## src/rtl/btn_pulse_pkg.sv

```systemverilog
// Shared state encodings and counter sizing for the push-button pulse generator.
package btn_pulse_pkg;

   localparam logic [1:0] ST_IDLE      = 2'd0;
   localparam logic [1:0] ST_WAIT_HIGH = 2'd1;
   localparam logic [1:0] ST_HELD      = 2'd2;
   localparam logic [1:0] ST_WAIT_LOW  = 2'd3;

   typedef enum logic [1:0] {
      IDLE      = ST_IDLE,
      WAIT_HIGH = ST_WAIT_HIGH,
      HELD      = ST_HELD,
      WAIT_LOW  = ST_WAIT_LOW
   } state_t;

   // One spare bit so a terminal count of n-1 always fits, even for n = 1.
   function automatic int cnt_width(input int n);
      return $clog2(n) + 1;
   endfunction

endpackage

```

## src/rtl/sync_2ff.sv

```systemverilog
// Two-flop synchronizer for a single asynchronous level; both flops clear on reset.
module sync_2ff (
   input  logic clk,
   input  logic reset,
   input  logic d,
   output logic q
);

   logic meta;

   // NOTE: non-blocking assignments keep both flops sampling the same edge;
   // blocking here would collapse the chain into a single flop.
   always_ff @(posedge clk) begin
      if (reset) begin
         meta <= 1'b0;
         q    <= 1'b0;
      end else begin
         meta <= d;
         q    <= meta;
      end
   end

endmodule

```

## src/rtl/btn_pulse.sv

```systemverilog
// Debounced push-button press strobe and level. Define BTN_PULSE_AUTOREPEAT_EN to add
// hold-to-repeat pulses; the default build emits exactly one pulse per press.
module btn_pulse
   import btn_pulse_pkg::*;
#(
   parameter int DEBOUNCE_CYCLES = 16,
   parameter int REPEAT_DELAY    = 500000,
   parameter int REPEAT_PERIOD   = 100000
) (
   input  logic clk,
   input  logic reset,
   input  logic btn_in,
   output logic pulse,
   output logic pressed
);

   localparam int DW = cnt_width(DEBOUNCE_CYCLES);
   localparam logic [DW-1:0] DMAX = DW'(DEBOUNCE_CYCLES - 1);

   if (DEBOUNCE_CYCLES < 1 || REPEAT_DELAY < 1 || REPEAT_PERIOD < 1) begin : g_bad_param
      $error("btn_pulse: DEBOUNCE_CYCLES, REPEAT_DELAY and REPEAT_PERIOD must be >= 1");
   end

   state_t          state, state_n;
   logic [DW-1:0]   dcnt, dcnt_n;
   logic            pulse_n;
   logic            sync;
   logic            rfire;

   sync_2ff u_sync (
      .clk   (clk),
      .reset (reset),
      .d     (btn_in),
      .q     (sync)
   );

`ifdef BTN_PULSE_AUTOREPEAT_EN
   localparam int RW = cnt_width((REPEAT_DELAY > REPEAT_PERIOD) ? REPEAT_DELAY : REPEAT_PERIOD);

   logic [RW-1:0] rcnt, rcnt_n;
   logic          rphase, rphase_n;   // 0: waiting for first repeat, 1: periodic repeats

   // Counter runs only while held with the button down; any other condition zeroes it,
   // so every entry into HELD starts the delay afresh.
   always_comb begin
      rcnt_n   = '0;
      rphase_n = 1'b0;
      rfire    = 1'b0;
      if (state == HELD && sync) begin
         rfire = rphase ? (rcnt == RW'(REPEAT_PERIOD - 1))
                        : (rcnt == RW'(REPEAT_DELAY - 1));
         if (rfire) begin
            rphase_n = 1'b1;
         end else begin
            rcnt_n   = rcnt + RW'(1);
            rphase_n = rphase;
         end
      end
   end

   always_ff @(posedge clk) begin
      if (reset) begin
         rcnt   <= '0;
         rphase <= 1'b0;
      end else begin
         rcnt   <= rcnt_n;
         rphase <= rphase_n;
      end
   end
`else
   assign rfire = 1'b0;
`endif

   // NOTE: every output of this block gets a default first, so no path leaves a
   // variable unassigned and no latch is inferred.
   always_comb begin
      state_n = state;
      dcnt_n  = dcnt;
      pulse_n = rfire;
      case (state)
         IDLE: begin
            if (sync) begin
               state_n = WAIT_HIGH;
               dcnt_n  = '0;
            end
         end
         WAIT_HIGH: begin
            if (!sync) begin
               state_n = IDLE;
            end else if (dcnt == DMAX) begin
               state_n = HELD;
               pulse_n = 1'b1;
            end else begin
               dcnt_n = dcnt + DW'(1);
            end
         end
         HELD: begin
            if (!sync) begin
               state_n = WAIT_LOW;
               dcnt_n  = '0;
            end
         end
         WAIT_LOW: begin
            if (sync) begin
               state_n = HELD;
            end else if (dcnt == DMAX) begin
               state_n = IDLE;
            end else begin
               dcnt_n = dcnt + DW'(1);
            end
         end
         default: state_n = IDLE;
      endcase
   end

   always_ff @(posedge clk) begin
      if (reset) begin
         state   <= IDLE;
         dcnt    <= '0;
         pulse   <= 1'b0;
         pressed <= 1'b0;
      end else begin
         state   <= state_n;
         dcnt    <= dcnt_n;
         pulse   <= pulse_n;
         pressed <= (state_n == HELD) || (state_n == WAIT_LOW);
      end
   end

endmodule

```

## config.mk

```make
export PLATFORM = sky130hd
export DESIGN_NAME = btn_pulse
export DESIGN_NICKNAME = d
export VERILOG_FILES = /design/src/rtl/btn_pulse_pkg.sv /design/src/rtl/sync_2ff.sv /design/src/rtl/btn_pulse.sv
export SDC_FILE = /design/constraint.sdc
export NUM_CORES = 1
export LEC_CHECK = 0
export ABC_AREA = 1
export BUFFER_PORTS_ARGS = -buffer_cell sky130_fd_sc_hd__buf_2
export CAP_MARGIN = 5
export CORE_AREA = 2 2 39 41
export CTS_BUF_LIST = sky130_fd_sc_hd__clkbuf_8
export DETAILED_ROUTE_END_ITERATION = 16
export DIE_AREA = 0 0 41 43
export PLACE_DENSITY_LB_ADDON = 0.25
export SETUP_SLACK_MARGIN = 0.3
export SLEW_MARGIN = 20
export SYNTH_ARGS = -nofsm -noshare
export SYNTH_HDL_FRONTEND = slang
export SYNTH_HIERARCHICAL = 1
export SYNTH_SLANG_ARGS = --single-unit
```

## constraint.sdc

```tcl
create_clock -name clk -period 1.8 [get_ports clk]
set_clock_uncertainty 0.15 [all_clocks]
set_input_delay 0.27 -clock clk [delete_from_list [all_inputs] [get_ports clk]]
set_output_delay 0.27 -clock clk [all_outputs]
set_load 0.02 [all_outputs]
```

==> impl_metrics.xml <==
<?xml version="1.0" encoding="UTF-8"?>
<metrics>
  <group name="power_and_ir_drop">
    <metric name="leakagePower" unit="nW">0.2823</metric>
    <metric name="power_per_cell_area" unit="mW/mm2">788.4</metric>
    <metric name="total_power" unit="uW">503.1</metric>
    <metric name="irDropWorstVdd" unit="mV">0.4187</metric>
  </group>
  <group name="synthesis">
    <metric name="asyncSetResetFlopFracSynth" unit="%">0</metric>
    <metric name="synth_largest_area_cell" unit="">sky130_fd_sc_hd__dfxtp_1</metric>
    <metric name="yosys.area.top_type_share" unit="%">46.07</metric>
    <metric name="synth_nets" unit="">70</metric>
    <metric name="synthFlopType" unit="">sky130_fd_sc_hd__dfxtp_1</metric>
    <metric name="synth.yosys.seq_area_share" unit="%">46.07</metric>
    <metric name="yosys_register_bits" unit="">11</metric>
    <metric name="post_synth_edffs" unit="">0</metric>
    <metric name="most_common_cell_in_the_netlist" unit="">sky130_fd_sc_hd__nand2_1</metric>
    <metric name="mappedNetlistArea" unit="um2">478.0</metric>
    <metric name="ys.warnings.count" unit="">6</metric>
    <metric name="synthesis.area_per_instance" unit="um2">7.468</metric>
    <metric name="synthCells" unit="">64</metric>
    <metric name="netlist-cell-type-count" unit="">14</metric>
    <metric name="ys_top_cells_by_count" unit="">14 x sky130_fd_sc_hd__nand2_1, 11 x sky130_fd_sc_hd__dfxtp_1, 10 x sky130_fd_sc_hd__inv_1</metric>
    <metric name="synth.area.top_cells" unit="">sky130_fd_sc_hd__dfxtp_1 46%, sky130_fd_sc_hd__nand2_1 11%, sky130_fd_sc_hd__ha_1 7.9%</metric>
  </group>
  <group name="floorplan">
    <metric name="fp.dieW" unit="um">41</metric>
    <metric name="die_area" unit="mm2">0.001763</metric>
    <metric name="placeableCoreArea" unit="mm2">0.001384</metric>
    <metric name="floorplan.initialDensity" unit="%">34.54</metric>
    <metric name="die_height" unit="um">43</metric>
    <metric name="placementRows" unit="">14</metric>
    <metric name="ios" unit="">5</metric>
  </group>
  <group name="worst_setup_path">
    <metric name="cp-start-kind" unit="">flip-flop</metric>
    <metric name="worst-endpoint-arrival" unit="ps">1440</metric>
    <metric name="critical_path.max_fanout" unit="">8</metric>
    <metric name="required" unit="ps">1780</metric>
    <metric name="worstSetupPathType" unit="">flip-flop to flip-flop</metric>
    <metric name="worst_setup_path_end_kind" unit="">flip-flop</metric>
  </group>
  <group name="global_routing">
    <metric name="grt_overflow_total" unit="">0</metric>
    <metric name="grtUsageTotal" unit="%">12.21</metric>
    <metric name="first_global_vias" unit="">349</metric>
    <metric name="grt_max_degree" unit="">9</metric>
    <metric name="grt_pass1_wl" unit="um">1352</metric>
    <metric name="antenna_violations_before_repair" unit="">0</metric>
  </group>
  <group name="route">
    <metric name="avgRoutedWirePerCell" unit="um">10.13</metric>
    <metric name="vias_per_cell" unit="">4.517</metric>
    <metric name="first_pass_iters" unit="">4</metric>
    <metric name="remaining_drc_errors" unit="">0</metric>
    <metric name="wl" unit="um">902</metric>
    <metric name="drt_iter0_markers" unit="">8</metric>
    <metric name="postRouteAntennaNets" unit="">0</metric>
    <metric name="dr_total_vias" unit="">402</metric>
  </group>
  <group name="clocking">
    <metric name="cts_inserted_buffers" unit="">3</metric>
    <metric name="ctsLongestPathBuffers" unit="">2</metric>
    <metric name="htreeDepth" unit="">1</metric>
    <metric name="tritoncts" unit="">built</metric>
    <metric name="clkSlewWorstSetupHoldPaths" unit="ps">50</metric>
    <metric name="ctsRootBufferMaster" unit="">sky130_fd_sc_hd__clkbuf_8</metric>
    <metric name="clock_sinks" unit="">11</metric>
    <metric name="cts-hold-fix-buffers" unit="">0</metric>
    <metric name="worst_skew_pair.late_latency" unit="ps">240</metric>
  </group>
  <group name="worst_hold_path">
    <metric name="worst_hold_path_type" unit="">input port to flip-flop</metric>
  </group>
  <group name="timing">
    <metric name="setup_repair_after_global_routing_missed_its_margin" unit="">yes</metric>
    <metric name="maxSlewViolCount" unit="">0</metric>
    <metric name="timing.final.ws_setup" unit="ps">338.3</metric>
    <metric name="timing.setup.tns" unit="ps">0</metric>
    <metric name="fmaxAchievable" unit="MHz">684.1</metric>
    <metric name="final-setup-viol-count" unit="">0</metric>
    <metric name="worst_slew_margin_rel" unit="%">85.65</metric>
    <metric name="worst-slew-pin-transition" unit="ps">214.6</metric>
    <metric name="final_clock_period_utilization_by_the_worst_path" unit="%">81.20</metric>
    <metric name="finalCriticalPeriod" unit="ps">1462</metric>
    <metric name="hold_violations" unit="">0</metric>
  </group>
  <group name="layout">
    <metric name="final_design_area_no_fill" unit="um2">638.1</metric>
    <metric name="fillers" unit="">133</metric>
    <metric name="layout.core_utilization" unit="%">46.11</metric>
    <metric name="area_growth_synth_to_finish" unit="%">33.51</metric>
    <metric name="antenna_cells" unit="">0</metric>
    <metric name="fin_nets" unit="">80</metric>
    <metric name="post_route_cells_drive_above_1_share" unit="%">32.88</metric>
  </group>
  <group name="flow_run">
    <metric name="maxCapViolCount" unit="">0</metric>
  </group>
  <group name="place">
    <metric name="gp_congestion" unit="">0.7159</metric>
    <metric name="postPlaceCellArea" unit="um2">518.0</metric>
    <metric name="post-place-ws" unit="ps">170.5</metric>
    <metric name="place_hpwl" unit="um">578.7</metric>
    <metric name="buffer_ports.inserted" unit="">4</metric>
  </group>
  <group name="outcome">
    <metric name="run_status" unit="">finished clean</metric>
  </group>
</metrics>
-- timing repair --
action,4_1_cts,5_1_grt
pin swaps,1,8
cloned,0,0
hold endpoints to repair,0,0
buffers inserted,0,1
endpoints found under the setup margin,8,8
gates resized for setup,3,17
-- flip-flops by register name, indices dropped and copies added, names as in the netlist --
name / flops
state: 2
u_sync/meta: 1
pulse: 1
pressed: 1
dcnt: 5
u_sync/q: 1
-- cells in the final DEF, fill, tap and decap left out --
master                     netlist  routed
sky130_fd_sc_hd__nand3_1         6       3
sky130_fd_sc_hd__a211oi_1        2       2
sky130_fd_sc_hd__nand2_1        14      11
sky130_fd_sc_hd__a21oi_2         1       1
sky130_fd_sc_hd__nor2_1          9       8
sky130_fd_sc_hd__ha_1            3       1
sky130_fd_sc_hd__dfxtp_4         0       2
sky130_fd_sc_hd__ha_2            0       1
sky130_fd_sc_hd__inv_1          10      10
sky130_fd_sc_hd__clkbuf_8        0       3
sky130_fd_sc_hd__inv_2           1       2
sky130_fd_sc_hd__nand2_2         2       2
sky130_fd_sc_hd__nand3_2         0       3
sky130_fd_sc_hd__buf_4           0       1
sky130_fd_sc_hd__ha_4            0       1
sky130_fd_sc_hd__nor2_4          0       1
sky130_fd_sc_hd__dfxtp_1        11       9
sky130_fd_sc_hd__nand4_1         1       1
sky130_fd_sc_hd__a21oi_1         2       2
sky130_fd_sc_hd__o21ai_1         0       1
sky130_fd_sc_hd__nor3_1          1       1
sky130_fd_sc_hd__buf_2           0       4
sky130_fd_sc_hd__nand2_4         0       3
-- critical path: stages, from the launching register on --
cell and delay (ps):
sky130_fd_sc_hd__dfxtp_4 360, sky130_fd_sc_hd__ha_4 160, sky130_fd_sc_hd__nand2_4 50, sky130_fd_sc_hd__nor2_4 110, sky130_fd_sc_hd__ha_2 190, sky130_fd_sc_hd__nand2_4 100
sky130_fd_sc_hd__nand3_2 100, sky130_fd_sc_hd__nand2_1 50, sky130_fd_sc_hd__nand2_1 50, sky130_fd_sc_hd__nor2_1 30
-- worst paths after layout --
path | from | to | slack [ps] | depth (start not counted)
worst min register to register | u_sync/meta | u_sync/q | 250 | 2
worst max-delay path | dcnt[1] | dcnt[2] | 340 | 9
worst min-delay path | btn_in | u_sync/meta | 90 | 3
worst max register to register | dcnt[1] | dcnt[2] | 340 | 9
-- where the power goes --
group | switching (mW) | internal (mW) | total, mW
logic | 0.0123 | 0.00613 | 0.0185
registers | 0.00210 | 0.244 | 0.246
clock network | 0.0891 | 0.149 | 0.238
-- routing by layer --
metal | GRT usage (%) | wire, um | vias up
met2 | 14.37 | 426 | 6
li1 | - | - | 219
met4 | 12.00 | 37 | 0
met1 | 15.69 | 407 | 172
met3 | 4.712 | 31 | 5
met5 | 0 | 0 | -
-- logic make-up after synthesis --
logic type	after synthesis	share of synthesized area, %
buffers and inverters	11	8.639
adders and majority gates	3	7.854
AOI/OAI and AO/OA	6	8.114
and+or+nand+nor	33	29.32
DFF	11	46.07
-- through the flow --
| stage | hold WS [ps] | cells |
|---|---|---|
| after floorplan | 189.1 | 64 |
| after global placement | 241.3 | 84 |
| after detailed placement | 242.4 | 84 |
| after CTS | 94.09 | 88 |
| after global routing | 114.0 | 89 |
| final | 93.59 | 89 |
-- layout make-up --
type                            count  area (um2)  share of cell area, %
Multi-Input combinational cell     42       276.5                  43.33
Sequential cell                    11       227.7                  35.69
Clock buffer                        3       41.29                  6.471
Inverter                           11       41.29                  6.471
Timing Repair Buffer                5       27.53                  4.314
Tap cell                           16       20.02                  3.137
Clock inverter                      1       3.754                 0.5882
(Power assumes the default switching activity.)
